<file path="src/rtl/wb_commit_unit_pkg.sv">
// wb_commit_unit_pkg: shared widths and FSM state encoding for the write-back commit unit.
package wb_commit_unit_pkg;
  localparam int ADDRESS_LEN = 32;
  localparam int REG_IDX_W = 4;
  typedef enum logic {IDLE = 1'b0, WAIT_LOAD = 1'b1} state_t;
endpackage

</file>
<file path="src/rtl/wb_commit_unit_if.sv">
// wb_commit_unit_if: MEM-stage input, memory response and register-file write-back bundle.
// master: MEM stage / memory side (drives in_*, mem_rsp_*); slave: wb_commit_unit.
// With WB_FORWARD_EN defined, also carries fwd_valid/fwd_dst/fwd_value.
interface wb_commit_unit_if import wb_commit_unit_pkg::*; #(
  parameter int DATA_W = ADDRESS_LEN,
  parameter int REG_W = REG_IDX_W
) ();
  logic in_valid;
  logic in_ready;
  logic in_wb_en;
  logic in_mem_r_en;
  logic [REG_W-1:0] in_dst;
  logic [DATA_W-1:0] in_alu_result;
  logic mem_rsp_valid;
  logic [DATA_W-1:0] mem_rsp_data;
  logic regfile_wb_en;
  logic [REG_W-1:0] regFile_dst;
  logic [DATA_W-1:0] wb_value;
  logic pending_valid;
  logic [REG_W-1:0] pending_dst;
  logic load_timeout;
  logic stray_rsp;
`ifdef WB_FORWARD_EN
  logic fwd_valid;
  logic [REG_W-1:0] fwd_dst;
  logic [DATA_W-1:0] fwd_value;
  modport master (
    output in_valid, in_wb_en, in_mem_r_en, in_dst, in_alu_result, mem_rsp_valid, mem_rsp_data,
    input in_ready, regfile_wb_en, regFile_dst, wb_value, pending_valid, pending_dst,
    load_timeout, stray_rsp, fwd_valid, fwd_dst, fwd_value
  );
  modport slave (
    input in_valid, in_wb_en, in_mem_r_en, in_dst, in_alu_result, mem_rsp_valid, mem_rsp_data,
    output in_ready, regfile_wb_en, regFile_dst, wb_value, pending_valid, pending_dst,
    load_timeout, stray_rsp, fwd_valid, fwd_dst, fwd_value
  );
`else
  modport master (
    output in_valid, in_wb_en, in_mem_r_en, in_dst, in_alu_result, mem_rsp_valid, mem_rsp_data,
    input in_ready, regfile_wb_en, regFile_dst, wb_value, pending_valid, pending_dst,
    load_timeout, stray_rsp
  );
  modport slave (
    input in_valid, in_wb_en, in_mem_r_en, in_dst, in_alu_result, mem_rsp_valid, mem_rsp_data,
    output in_ready, regfile_wb_en, regFile_dst, wb_value, pending_valid, pending_dst,
    load_timeout, stray_rsp
  );
`endif
endinterface

</file>
<file path="src/rtl/wb_commit_unit_load_timer.sv">
// wb_load_timer: saturating load-wait counter; clr zeroes it, en advances it, expire flags TIMEOUT-1.
// Ports: clk, rst (async high), clr, en, expire.
module wb_load_timer #(
  parameter int TIMEOUT = 64
) (
  input logic clk,
  input logic rst,
  input logic clr,
  input logic en,
  output logic expire
);
  localparam int CW = $clog2(TIMEOUT);
  localparam logic [CW-1:0] LAST = CW'(TIMEOUT - 1);
  logic [CW-1:0] cnt;
  assign expire = cnt == LAST;
  always_ff @(posedge clk or posedge rst) begin
    if (rst) cnt <= '0;
    else if (clr) cnt <= '0;
    else if (en && !expire) cnt <= cnt + CW'(1);
  end
endmodule

</file>
<file path="src/rtl/wb_commit_unit.sv">
// wb_commit_unit: commits one ALU or load result per cycle to the register file, waiting on slow loads.
// Ports: clk, rst (async high), bus (wb_commit_unit_if.slave).
// Optional WB_FORWARD_EN: drives bus.fwd_* with the write that lands next cycle.
module wb_commit_unit import wb_commit_unit_pkg::*; #(
  parameter int DATA_W = ADDRESS_LEN,
  parameter int REG_W = REG_IDX_W,
  parameter int TIMEOUT = 64
) (
  input logic clk,
  input logic rst,
  wb_commit_unit_if.slave bus
);
  state_t state_q, state_d;
  logic ld_wb_q;
  logic [REG_W-1:0] ld_dst_q;
  logic en_q, en_d;
  logic [REG_W-1:0] dst_q, dst_d;
  logic [DATA_W-1:0] val_q, val_d;
  logic to_q, to_d, stray_q, stray_d;
  logic idle, acc, clr, expire;
  assign idle = state_q == IDLE;
  assign acc = bus.in_valid && idle;
  wb_load_timer #(.TIMEOUT(TIMEOUT)) u_timer (.clk, .rst, .clr, .en(!idle), .expire);
  always_comb begin
    state_d = state_q;
    en_d = 1'b0;
    dst_d = dst_q;
    val_d = val_q;
    to_d = to_q;
    clr = 1'b0;
    // a response only counts as stray if no load is being accepted alongside it
    stray_d = stray_q | (idle && bus.mem_rsp_valid && !(acc && bus.in_mem_r_en));
    if (idle) begin
      if (acc && (!bus.in_mem_r_en || bus.mem_rsp_valid)) begin
        en_d = bus.in_wb_en;
        dst_d = bus.in_wb_en ? bus.in_dst : dst_q;
        val_d = !bus.in_wb_en ? val_q : bus.in_mem_r_en ? bus.mem_rsp_data : bus.in_alu_result;
      end else if (acc) begin
        state_d = WAIT_LOAD;
        clr = 1'b1;
      end
    end else if (bus.mem_rsp_valid) begin
      en_d = ld_wb_q;
      dst_d = ld_wb_q ? ld_dst_q : dst_q;
      val_d = ld_wb_q ? bus.mem_rsp_data : val_q;
      state_d = IDLE;
    end else if (expire) begin
      to_d = 1'b1;
      state_d = IDLE;
    end
  end
  always_ff @(posedge clk or posedge rst) begin
    if (rst) begin
      state_q <= IDLE;
      ld_wb_q <= 1'b0;
      ld_dst_q <= '0;
      en_q <= 1'b0;
      dst_q <= '0;
      val_q <= '0;
      to_q <= 1'b0;
      stray_q <= 1'b0;
    end else begin
      state_q <= state_d;
      en_q <= en_d;
      dst_q <= dst_d;
      val_q <= val_d;
      to_q <= to_d;
      stray_q <= stray_d;
      if (clr) begin
        ld_wb_q <= bus.in_wb_en;
        ld_dst_q <= bus.in_dst;
      end
    end
  end
  assign bus.in_ready = idle;
  assign bus.regfile_wb_en = en_q;
  assign bus.regFile_dst = dst_q;
  assign bus.wb_value = val_q;
  assign bus.pending_valid = !idle;
  assign bus.pending_dst = idle ? '0 : ld_dst_q;
  assign bus.load_timeout = to_q;
  assign bus.stray_rsp = stray_q;
`ifdef WB_FORWARD_EN
  assign bus.fwd_valid = en_d;
  assign bus.fwd_dst = dst_d;
  assign bus.fwd_value = val_d;
`endif
endmodule

</file>
<file path="src/flat_wrapper.sv">
// flat-port wrapper written by rule: the top's interface ports become plain ports
module wb_commit_unit_flat import wb_commit_unit_pkg::*;
#(
  parameter int DATA_W = ADDRESS_LEN,
  parameter int REG_W = REG_IDX_W,
  parameter int TIMEOUT = 64
)
  (clk, rst, bus_in_valid, bus_in_wb_en, bus_in_mem_r_en, bus_in_dst, bus_in_alu_result, bus_mem_rsp_valid, bus_mem_rsp_data, bus_in_ready, bus_regfile_wb_en, bus_regFile_dst, bus_wb_value, bus_pending_valid, bus_pending_dst, bus_load_timeout, bus_stray_rsp);
  wb_commit_unit_if #(.DATA_W(DATA_W), .REG_W(REG_W)) bus_i ();
  input logic clk;
  input logic rst;
  input wire logic [$bits(bus_i.in_valid)-1:0] bus_in_valid;
  input wire logic [$bits(bus_i.in_wb_en)-1:0] bus_in_wb_en;
  input wire logic [$bits(bus_i.in_mem_r_en)-1:0] bus_in_mem_r_en;
  input wire logic [$bits(bus_i.in_dst)-1:0] bus_in_dst;
  input wire logic [$bits(bus_i.in_alu_result)-1:0] bus_in_alu_result;
  input wire logic [$bits(bus_i.mem_rsp_valid)-1:0] bus_mem_rsp_valid;
  input wire logic [$bits(bus_i.mem_rsp_data)-1:0] bus_mem_rsp_data;
  output wire logic [$bits(bus_i.in_ready)-1:0] bus_in_ready;
  output wire logic [$bits(bus_i.regfile_wb_en)-1:0] bus_regfile_wb_en;
  output wire logic [$bits(bus_i.regFile_dst)-1:0] bus_regFile_dst;
  output wire logic [$bits(bus_i.wb_value)-1:0] bus_wb_value;
  output wire logic [$bits(bus_i.pending_valid)-1:0] bus_pending_valid;
  output wire logic [$bits(bus_i.pending_dst)-1:0] bus_pending_dst;
  output wire logic [$bits(bus_i.load_timeout)-1:0] bus_load_timeout;
  output wire logic [$bits(bus_i.stray_rsp)-1:0] bus_stray_rsp;
  assign bus_i.in_valid = bus_in_valid;
  assign bus_i.in_wb_en = bus_in_wb_en;
  assign bus_i.in_mem_r_en = bus_in_mem_r_en;
  assign bus_i.in_dst = bus_in_dst;
  assign bus_i.in_alu_result = bus_in_alu_result;
  assign bus_i.mem_rsp_valid = bus_mem_rsp_valid;
  assign bus_i.mem_rsp_data = bus_mem_rsp_data;
  assign bus_in_ready = bus_i.in_ready;
  assign bus_regfile_wb_en = bus_i.regfile_wb_en;
  assign bus_regFile_dst = bus_i.regFile_dst;
  assign bus_wb_value = bus_i.wb_value;
  assign bus_pending_valid = bus_i.pending_valid;
  assign bus_pending_dst = bus_i.pending_dst;
  assign bus_load_timeout = bus_i.load_timeout;
  assign bus_stray_rsp = bus_i.stray_rsp;
  wb_commit_unit #(.DATA_W(DATA_W), .REG_W(REG_W), .TIMEOUT(TIMEOUT)) u_core (.clk(clk), .rst(rst), .bus(bus_i));
endmodule
</file>
<file path="config.mk">
export PLATFORM = sky130hd
export DESIGN_NAME = wb_commit_unit_flat
export DESIGN_NICKNAME = d
export VERILOG_FILES = /design/src/rtl/wb_commit_unit_pkg.sv /design/src/rtl/wb_commit_unit_if.sv /design/src/rtl/wb_commit_unit_load_timer.sv /design/src/rtl/wb_commit_unit.sv /design/src/flat_wrapper.sv
export SDC_FILE = /design/constraint.sdc
export NUM_CORES = 1
export LEC_CHECK = 0
export BUFFER_PORTS_ARGS = -buffer_cell sky130_fd_sc_hd__buf_2
export CAP_MARGIN = 15
export CORE_AREA = 2 2 75 77
export CTS_CLUSTER_DIAMETER = 40
export CTS_CLUSTER_SIZE = 12
export DETAILED_ROUTE_END_ITERATION = 10
export DIE_AREA = 0 0 77 79
export PLACE_DENSITY = 0.79
export SLEW_MARGIN = 20
export SYNTH_ARGS = -nofsm -noshare
export SYNTH_HDL_FRONTEND = slang
export SYNTH_HIERARCHICAL = 1
export SYNTH_SLANG_ARGS = --single-unit
</file>
<file path="constraint.sdc">
create_clock -name clk -period 3.74 [get_ports clk]
set_input_delay 0.187 -clock clk [delete_from_list [all_inputs] [get_ports clk]]
set_output_delay 0.187 -clock clk [all_outputs]
set_load 0.01 [all_outputs]
</file>
==> results_dict.tcl, run 1 <==
set metrics [dict create \
    post-dp-hpwl_mm 3.93 \
    overflow 0 \
    power.density_nw_per_um2 506 \
    fillers 485 \
    ant_nets 0 \
    cpPeakStageDelay_ps 840 \
    netlist_instances 184 \
    cpMostUsedCell "mux2_2" \
    drc 0 \
    vias_per_cell 5.12 \
    htreeDepth 2 \
    dp_cells 367 \
    die_w_um 77 \
    grt_pass1_vias 1821 \
    cp.required_ps 3930 \
    cts_buffers 5 \
    startpoint_type "flop" \
    yosys_warnings 6 \
    comb_power_share_pct 32.4 \
    die_area_um2 6080 \
    rsz0062_at_grt "no" \
    ys_ff_latch 51 \
    clockBufferDepth 2 \
    n_antenna_cell 0 \
    start_util_pct 47.4 \
    hold_start "bus_in_wb_en" \
    grt_max_degree 46 \
    tightest_slew_ps 938 \
    finalClockSkew_ps 4.03 \
    place_ws_ps 1460 \
    cp_top_family "simple AND/OR/NAND/NOR gates" \
    rows 27 \
    timing.rr.start "u_core/bus.pending_valid" \
    routed_wl_mm 5.26 \
    internal-power_mw 1.14 \
    nets 378 \
    first_pass_iters 4 \
    p_leak_nw 1.57 \
    power_switching_share_pct 30.4 \
    synthToLayoutAreaGrowth_pct 28.5 \
    drtIter0Drc 71 \
    yosysUniqueCellTypes 30 \
    antenna_found_initial 0 \
    die_h_um 79 \
    finalSetupViolCount 0 \
    post_cts_buffers 0 \
    synth.area.top_cells "dfrtp_1 (50%), mux2_2 (32%), buf_6 (3.1%)" \
    startpoint "u_core/bus.pending_valid" \
    cts_resized 0 \
    layout.cells.non_filler 375 \
    min_path_type "in2reg" \
    path_max_fanout 32 \
    drv_cap 0 \
    fin_crit_sh_pct 61.8 \
    clkTransAtPathRegs_ps 80 \
    power.total_mw 1.64 \
    syn_nets 259 \
    grt_pass1_wl_mm 8.28 \
    crit_type "reg2reg" \
    max_freq_mhz 433 \
    ctsHoldBuffers 1 \
    path_cells "nor2_4 -> mux2_2 -> mux2_2" \
    crit_arrival_ps 2500 \
    slowest_stage "nor2_4" \
    grt_use_total_pct 17.3 \
    p_sw_mw 0.500 \
    avgSynthCellArea_um2 13.7 \
    crit_buf_inv 0 \
    period_needed_ps 2310 \
    irDropWorstVdd_v 0.000290 \
    end_kind "flop" \
    seq_area_frac_synth_pct 50.5 \
    synth_top_area_cell "dfrtp_1" \
    area.sequential_um2 1280 \
    multi_input_comb_area_um2 1150 \
    core_um2 5340 \
    clockRootBuffer "clkbuf_8" \
    tns_ps 0 \
    vias 1919 \
    synth_top_cell_area_share_pct 50.5 \
    routedWlPerCell_um 14.0 \
    port_buffers 118 \
    globalplace.congestion 0.779 \
    worst_slack_ps 1430 \
    clk_latency_ps 300 \
    cts.sink_count 51 \
    hold_viol_final 0 \
    drv_slew 0 \
    seqPwrFrac_pct 48.5 \
    outcome "finished clean" \
    ios 119 \
    syn_area_um2 2530 \
    tritoncts "built" \
    drive_gt1_share_pct 68.0 \
    relSlewSlack_pct 37.3 \
    clkPwrFrac_pct 19.1 \
]
cell type report:
class,count,share of cell area (%)
clock inverters,1,0.154
well taps,72,2.77
flip-flops and latches,51,39.3
inverters,7,0.809
clock buffers,6,2.54
repair buffers,120,19.1
multi-input cells,118,35.3
cell usage in the layout (no fill, tap or decap), drive strengths merged, types with 2 or more instances in the layout:
master,instances
buf,119
mux2,73
dfrtp,51
inv,7
clkbuf,6
nand2,5
and2,4
a21o,4
nand3,3
a31o,3
nor2,3
nor3,3
nor3b,2
a31oi,2
o311ai,2
nand4,2
and4,2
worst paths after layout:
| path | slack [ps] | cells past startpoint | endpoint |
|---|---|---|---|
| max | 1430 | 3 | u_core/bus.wb_value[14] |
| min | 130 | 2 | u_core/ld_wb_q |
| max reg2reg | 1430 | 3 | u_core/bus.wb_value[14] |
| min reg2reg | 470 | 1 | u_core/bus.stray_rsp |
| max in group asynchronous | 2530 | 3 | u_core/bus.wb_value[0] |
| min in group asynchronous | 360 | 3 | u_core/u_timer/cnt[0] |
stage by stage:
stage	cell area (µm²)	hold WS [ps]	util, %
2_1_floorplan	2530	-22.0	-
3_3_place_gp	3150	134	59.0
3_5_place_dp	3150	137	59.0
4_1_cts	3250	124	60.9
5_1_grt	3250	125	60.9
6_report	3250	130	60.9
worst reg2reg max path, stage by stage (launching register included):
cell and delay, ps:
dfrtp_1 660, nor2_4 850, mux2_2 430, mux2_2 260
power by group through the flow:
stage,clock network [mW],logic [mW],registers (mW)
2_1_floorplan,0,0.273,0.857
3_3_place_gp,0,0.522,0.805
3_5_place_dp,0,0.539,0.810
4_1_cts,0.324,0.540,0.800
5_1_grt,0.344,0.578,0.822
6_report,0.314,0.533,0.798
cells in the mapped netlist, drive strengths merged:
| library cell | count |
|---|---|
| a211oi | 1 |
| a21o | 4 |
| a21oi | 1 |
| a311oi | 1 |
| a31o | 3 |
| a31oi | 2 |
| a41oi | 1 |
| and2 | 4 |
| and3 | 1 |
| and4 | 2 |
| buf | 8 |
| dfrtp | 51 |
| ha | 1 |
| inv | 7 |
| mux2 | 73 |
| nand2 | 5 |
| nand3 | 3 |
| nand4 | 2 |
| nor2 | 3 |
| nor2b | 1 |
| nor3 | 3 |
| nor3b | 2 |
| o211a | 1 |
| o211ai | 1 |
| o311ai | 2 |
| o31ai | 1 |
registers in the layout (all words and copies together) (netlist names):
| register | flops |
|---|---|
| u_core/bus.regFile_dst | 4 |
| u_core/ld_wb_q | 1 |
| u_core/u_timer/cnt | 6 |
| u_core/bus.pending_valid | 1 |
| u_core/bus.stray_rsp | 1 |
| u_core/bus.regfile_wb_en | 1 |
| u_core/bus.load_timeout | 1 |
| u_core/ld_dst_q | 4 |
| u_core/bus.wb_value | 32 |
metal layers:
metal,global-route usage (%),wire length [µm]
met5,0,0
met4,6.43,74
met3,4.66,485
met2,29.8,2460
met1,21.0,2250
cells by family (layout without fill, tap and decap cells):
| kind of cell | after synthesis | after routing | synth area share [%] |
|---|---|---|---|
| AOI/OAI and AO/OA | 18 | 18 | 6.14 |
| adders and majority gates | 1 | 1 | 0.495 |
| buffers and inverters | 15 | 134 | 4.45 |
| DFF | 51 | 51 | 50.5 |
| muxes | 73 | 73 | 32.5 |
| and+or+nand+nor | 26 | 26 | 5.94 |
Note: power is estimated with default switching activity, not from simulation.
==> run 2, diff against run 1 <==
--- a/config.mk
+++ b/config.mk
@@ -7,12 +7,12 @@
 export LEC_CHECK = 0
 export BUFFER_PORTS_ARGS = -buffer_cell sky130_fd_sc_hd__buf_2
 export CAP_MARGIN = 15
-export CORE_AREA = 2 2 75 77
+export CORE_AREA = 2 2 81 83
 export CTS_CLUSTER_DIAMETER = 40
 export CTS_CLUSTER_SIZE = 12
 export DETAILED_ROUTE_END_ITERATION = 10
-export DIE_AREA = 0 0 77 79
-export PLACE_DENSITY = 0.79
+export DIE_AREA = 0 0 83 85
+export PLACE_DENSITY = 0.72
 export SLEW_MARGIN = 20
 export SYNTH_ARGS = -nofsm -noshare
 export SYNTH_HDL_FRONTEND = slang
==> constraint.sdc (replaced) <==
create_clock -name clk -period 2.02 [get_ports clk]
set_input_delay 0.101 -clock clk [delete_from_list [all_inputs] [get_ports clk]]
set_output_delay 0.101 -clock clk [all_outputs]
set_load 0.01 [all_outputs]
==> run 2 against run 1 <==
Combinational power grew 89%. Largest cell class unchanged. Flip-flop and latch count is the same. Final area grew 2.0%. Via count grew 0.83%. Non-clock buffer count grew 8. Register-to-register slack lost 1100 ps. Critical endpoint is now u_core/bus.wb_value[9].
==> results_dict.tcl, run 2 (synthesis results as in run 1) <==
set metrics [dict create \
    drv_slew 0 \
    startpoint "u_core/bus.pending_valid" \
    post_cts_buffers 0 \
    startpoint_type "flop" \
    cp.required_ps 2200 \
    r2r_cells 4 \
    final_core_util_pct 53.4 \
    overflow 0 \
    r2r_end "u_core/bus.wb_value[9]" \
    crit_type "reg2reg" \
    dp_cells 380 \
    ctsHoldBuffers 1 \
    ant_nets 0 \
    n_antenna_cell 0 \
    routedWlPerCell_um 14.0 \
    drc 0 \
    rrSetupSlack_ps 330 \
    finalSetupViolCount 0 \
    cts_buffers 5 \
    core_um2 6200 \
    nets 386 \
    routed_wl_mm 5.44 \
    place_area_um2 3200 \
    clk_latency_ps 300 \
    port_buffers 118 \
    largest_reg_flops 32 \
    cts_resized 0 \
    power.total_mw 3.10 \
    max_freq_mhz 592 \
    path_max_fanout 19 \
    vias 1935 \
    layout_common_cells "buf_2 (118), mux2_2 (72), dfrtp_1 (51)" \
    grt_max_degree 20 \
    min_path_type "in2reg" \
    end_kind "flop" \
    clockRootBuffer "clkbuf_8" \
    htreeDepth 2 \
    drv_cap 0 \
    p_leak_nw 1.61 \
    tightest_slew_ps 410 \
    fillers 537 \
    antenna_found_initial 0 \
    endpoint "u_core/bus.wb_value[9]" \
    die_area_um2 7060 \
    tns_ps 0 \
    die_w_um 83 \
    fin_crit_sh_pct 83.6 \
    drive_gt1_share_pct 68.6 \
    post-dp-hpwl_mm 4.24 \
    globalplace.congestion 0.725 \
    relSlewSlack_pct 72.6 \
    ios 119 \
    finish.instance_area_um2 3310 \
    synthToLayoutAreaGrowth_pct 31.1 \
    outcome "finished clean" \
    final_common_cell "buf_2" \
    drtIter0Drc 38 \
    clockBufferDepth 2 \
    period_needed_ps 1690 \
    rsz0062_at_grt "no" \
    rows 29 \
    timing.rr.start "u_core/bus.pending_valid" \
    start_util_pct 40.8 \
    die_h_um 85 \
    clkTransAtPathRegs_ps 90 \
    tritoncts "built" \
    vias_per_cell 4.97 \
    grt_use_total_pct 15.3 \
    finalClockSkew_ps 6.90 \
    grt_pass1_vias 1961 \
    irDropWorstVdd_v 0.000412 \
    first_pass_iters 3 \
    layout.cells.non_filler 389 \
    hold_viol_final 0 \
    grt_pass1_wl_mm 8.65 \
    cts.sink_count 51 \
    crit_arrival_ps 1870 \
    power.density_nw_per_um2 936 \
]
run 2: changes by cell type in the layout (fill, tap and decap cells not counted):
cell / before / now
buf_12: 1 / 0
clkinv_2: 1 / 0
clkbuf_8: 6 / 7
clkbuf_1: 0 / 1
buf_4: 0 / 9
run 2: worst max-delay path: stages (launching register included):
cell and delay [ps]:
dfrtp_1 530, nor2_4 140, buf_4 260, mux2_2 360, mux2_2 270
run 2: cell type report:
type / instances / area, µm² / area share [%]
well taps: 77 / 96.3 / 2.91
multi-input cells: 118 / 1150 / 34.6
flip-flops and latches: 51 / 1280 / 38.5
inverters: 7 / 26.3 / 0.793
repair buffers: 128 / 668 / 20.2
clock buffers: 8 / 100 / 3.02
run 2: report_power, final:
| group | switching (mW) | leakage [nW] | total (mW) | internal [mW] |
|---|---|---|---|---|
| Sequential | 0.162 | 0.611 | 1.47 | 1.31 |
| Combinational | 0.457 | 0.947 | 1.01 | 0.553 |
| Clock | 0.311 | 0.0515 | 0.624 | 0.313 |
| Total | 0.931 | 1.61 | 3.10 | 2.17 |
run 2: routing by layer:
layer	GRT usage (%)	routed length, µm
met1	16.4	2160
met2	28.7	2800
met3	4.57	412
met4	5.07	73
met5	0	0
run 2: worst min path at each step:
stage	to	cells past startpoint	slack, ps	start
global route	u_core/ld_dst_q[2]	2	40	bus_in_dst[2]
detailed placement	u_core/u_timer/cnt[2]	2	60	rst
CTS	u_core/ld_dst_q[3]	2	30	bus_in_dst[3]
finish	u_core/ld_dst_q[3]	2	50	bus_in_dst[3]
global placement	u_core/u_timer/cnt[5]	2	50	rst
floorplan	u_core/u_timer/cnt[0]	1	-110	rst
run 2: stage by stage:
| stage | worst slack, ps | hold slack, ps |
|---|---|---|
| 6_report | 331 | 45.0 |
| 5_1_grt | 244 | 37.5 |
| 4_1_cts | 313 | 34.7 |
| 3_5_place_dp | 335 | 58.9 |
| 3_3_place_gp | 367 | 51.6 |
| 2_1_floorplan | 187 | -108 |
==> run 3, diff against run 2 <==
==> constraint.sdc (replaced) <==
create_clock -name clk -period 1.5 [get_ports clk]
set_input_delay 0.075 -clock clk [delete_from_list [all_inputs] [get_ports clk]]
set_output_delay 0.075 -clock clk [all_outputs]
set_load 0.01 [all_outputs]
==> run 3 against run 2 <==
The run now ends with setup timing left. Critical path depth unchanged. Register-to-register slack got worse by 380 ps. Critical endpoint is now u_core/ld_dst_q[0]. Sequential power increased by 35%. Combinational power increased by 46%. Count of clock-buffer cells in the layout decreased by 2. First-iteration DRC count decreased by 45%. Core utilization increased by 3.1 points. Sequential share of layout area decreased by 2.0 points. Clock skew increased by 3.9 ps. Die area unchanged.
==> results_dict.tcl, run 3 (synthesis results as in run 1) <==
set metrics [dict create \
    startpoint_type "flop" \
    core_um2 6200 \
    cts_buffers 5 \
    finalSetupViolCount 34 \
    first_pass_iters 2 \
    cpPeakStageDelay_ps 470 \
    die_h_um 85 \
    finish.instance_area_um2 3500 \
    vias 1935 \
    path_cells "buf_6 -> nor3_4 -> buf_4 -> mux2_2" \
    use_met2_pct 27.3 \
    drv_cap 0 \
    vias_per_cell 4.90 \
    tns_ps -869 \
    max_freq_mhz 645 \
    nets 392 \
    place_ws_ps -50.7 \
    power.total_mw 4.44 \
    crit_arrival_ps 1740 \
    hold_start "bus_in_dst[2]" \
    timing.rr.start "u_core/bus.pending_valid" \
    tightest_slew_ps 309 \
    outcome "finished, violations left" \
    path_max_fanout 5 \
    synthToLayoutAreaGrowth_pct 38.6 \
    final_common_cell "buf_2" \
    drive_gt1_share_pct 72.3 \
    grt_max_degree 22 \
    layout_common_cells "buf_2 (118), mux2_2 (66), dfrtp_1 (49)" \
    routedWlPerCell_um 13.5 \
    drv_slew 0 \
    relSlewSlack_pct 79.4 \
    r2r_end "u_core/ld_dst_q[0]" \
    irDropWorstVdd_v 0.000790 \
    drc 0 \
    post-dp-hpwl_mm 4.04 \
    end_kind "flop" \
    overflow 0 \
    p_leak_nw 1.69 \
    port_buffers 118 \
    r2r_cells 4 \
    n_antenna_cell 0 \
    fin_crit_sh_pct 103 \
    grt_use_met3_pct 4.67 \
    cp_top_family "flip-flops" \
    die_area_um2 7060 \
    cts.sink_count 51 \
    htreeDepth 2 \
    clockBufferDepth 2 \
    power.density_nw_per_um2 1270 \
    violations "setup timing" \
    start_util_pct 40.8 \
    clk_latency_ps 300 \
    cp.required_ps 1690 \
    crit_buf_inv 2 \
    top_usage_layer "met2" \
    min_path_type "in2reg" \
    whs_ps 21.6 \
    drtIter0Drc 21 \
    slowest_stage "dfrtp_2" \
    globalplace.congestion 0.849 \
    ant_nets 0 \
    routed_wl_mm 5.35 \
    clockRootBuffer "clkbuf_8" \
    largest_reg_flops 32 \
    worst_slack_ps -50.3 \
    antenna_found_initial 0 \
    ios 119 \
    tritoncts "built" \
    period_needed_ps 1550 \
    rrSetupSlack_ps -50 \
    die_w_um 83 \
    grt_use_total_pct 15.2 \
    fillers 544 \
    grt_pass1_wl_mm 8.83 \
    hold_viol_final 0 \
    finalClockSkew_ps 10.8 \
    hold_path_depth 2 \
    grt_use_met1_pct 17.3 \
    holdPathEnd "u_core/ld_dst_q[2]" \
    place_area_um2 3300 \
    crit_type "reg2reg" \
    grt_pass1_vias 1944 \
    rows 29 \
    clkTransAtPathRegs_ps 90 \
    rsz0062_at_grt "yes" \
]
==> run 3: cell types whose count changed in the layout (fill, tap and decap cells not counted), sizes merged <==
cell | previous run | this run
bufinv | 0 | 1
inv | 7 | 6
clkinv | 0 | 1
clkinvlp | 0 | 1
clkbuf | 8 | 6
buf | 127 | 133
==> run 3: cell type report <==
type | count | area (µm²) | area share (%)
flip-flops and latches | 51 | 1280 | 36.5
clock buffers | 6 | 82.6 | 2.36
well taps | 77 | 96.3 | 2.75
clock inverters | 2 | 35.0 | 1.00
multi-input cells | 118 | 1210 | 34.5
inverters | 7 | 30.0 | 0.857
repair buffers | 134 | 774 | 22.1
==> run 3: worst max-delay path by stage <==
stage / from / cells after the start / slack (ps) / to
6_report: u_core/bus.pending_valid / 4 / -50 / u_core/ld_dst_q[0]
5_1_grt: u_core/bus.pending_valid / 6 / -120 / u_core/u_timer/cnt[0]
4_1_cts: u_core/bus.pending_valid / 4 / -50 / u_core/bus.wb_value[0]
3_5_place_dp: u_core/bus.pending_valid / 4 / -50 / u_core/bus.wb_value[0]
3_3_place_gp: u_core/bus.pending_valid / 4 / -10 / u_core/bus.wb_value[2]
2_1_floorplan: u_core/bus.pending_valid / 5 / -110 / u_core/bus.wb_value[0]
==> run 3: worst register-to-register path, cell delays in order (launching register included) <==
cell     delay (ps)
dfrtp_2         470
buf_6           150
nor3_4          280
buf_4           210
mux2_2          330
==> run 3: metal layers <==
| layer | routed length, µm | vias to the layer above |
|---|---|---|
| met4 | 78 | 0 |
| met2 | 2630 | 74 |
| met1 | 2220 | 909 |
| li1 | - | 945 |
| met5 | 0 | - |
| met3 | 420 | 7 |
==> run 3: report_power, final <==
group | internal [mW] | total, mW | switching, mW | leakage (nW)
sequential | 1.76 | 1.99 | 0.225 | 0.608
combinational | 0.825 | 1.47 | 0.649 | 1.02
clock | 0.540 | 0.980 | 0.440 | 0.0612
==> run 3: through the flow <==
step / std cells / util [%]
2_1_floorplan: 184 / -
3_3_place_gp: 385 / 53.2
3_5_place_dp: 385 / 53.2
4_1_cts: 394 / 55.4
5_1_grt: 395 / 56.5
6_report: 395 / 56.5
==> run 3: repair_timing <==
item                                   4_1_cts  5_1_grt
setup buffers                                0        2
gates resized for setup                      2       18
setup endpoints to repair                   40       45
endpoints found under the hold margin       19        0
hold buffers                                 1        0
pin swaps                                    2        3
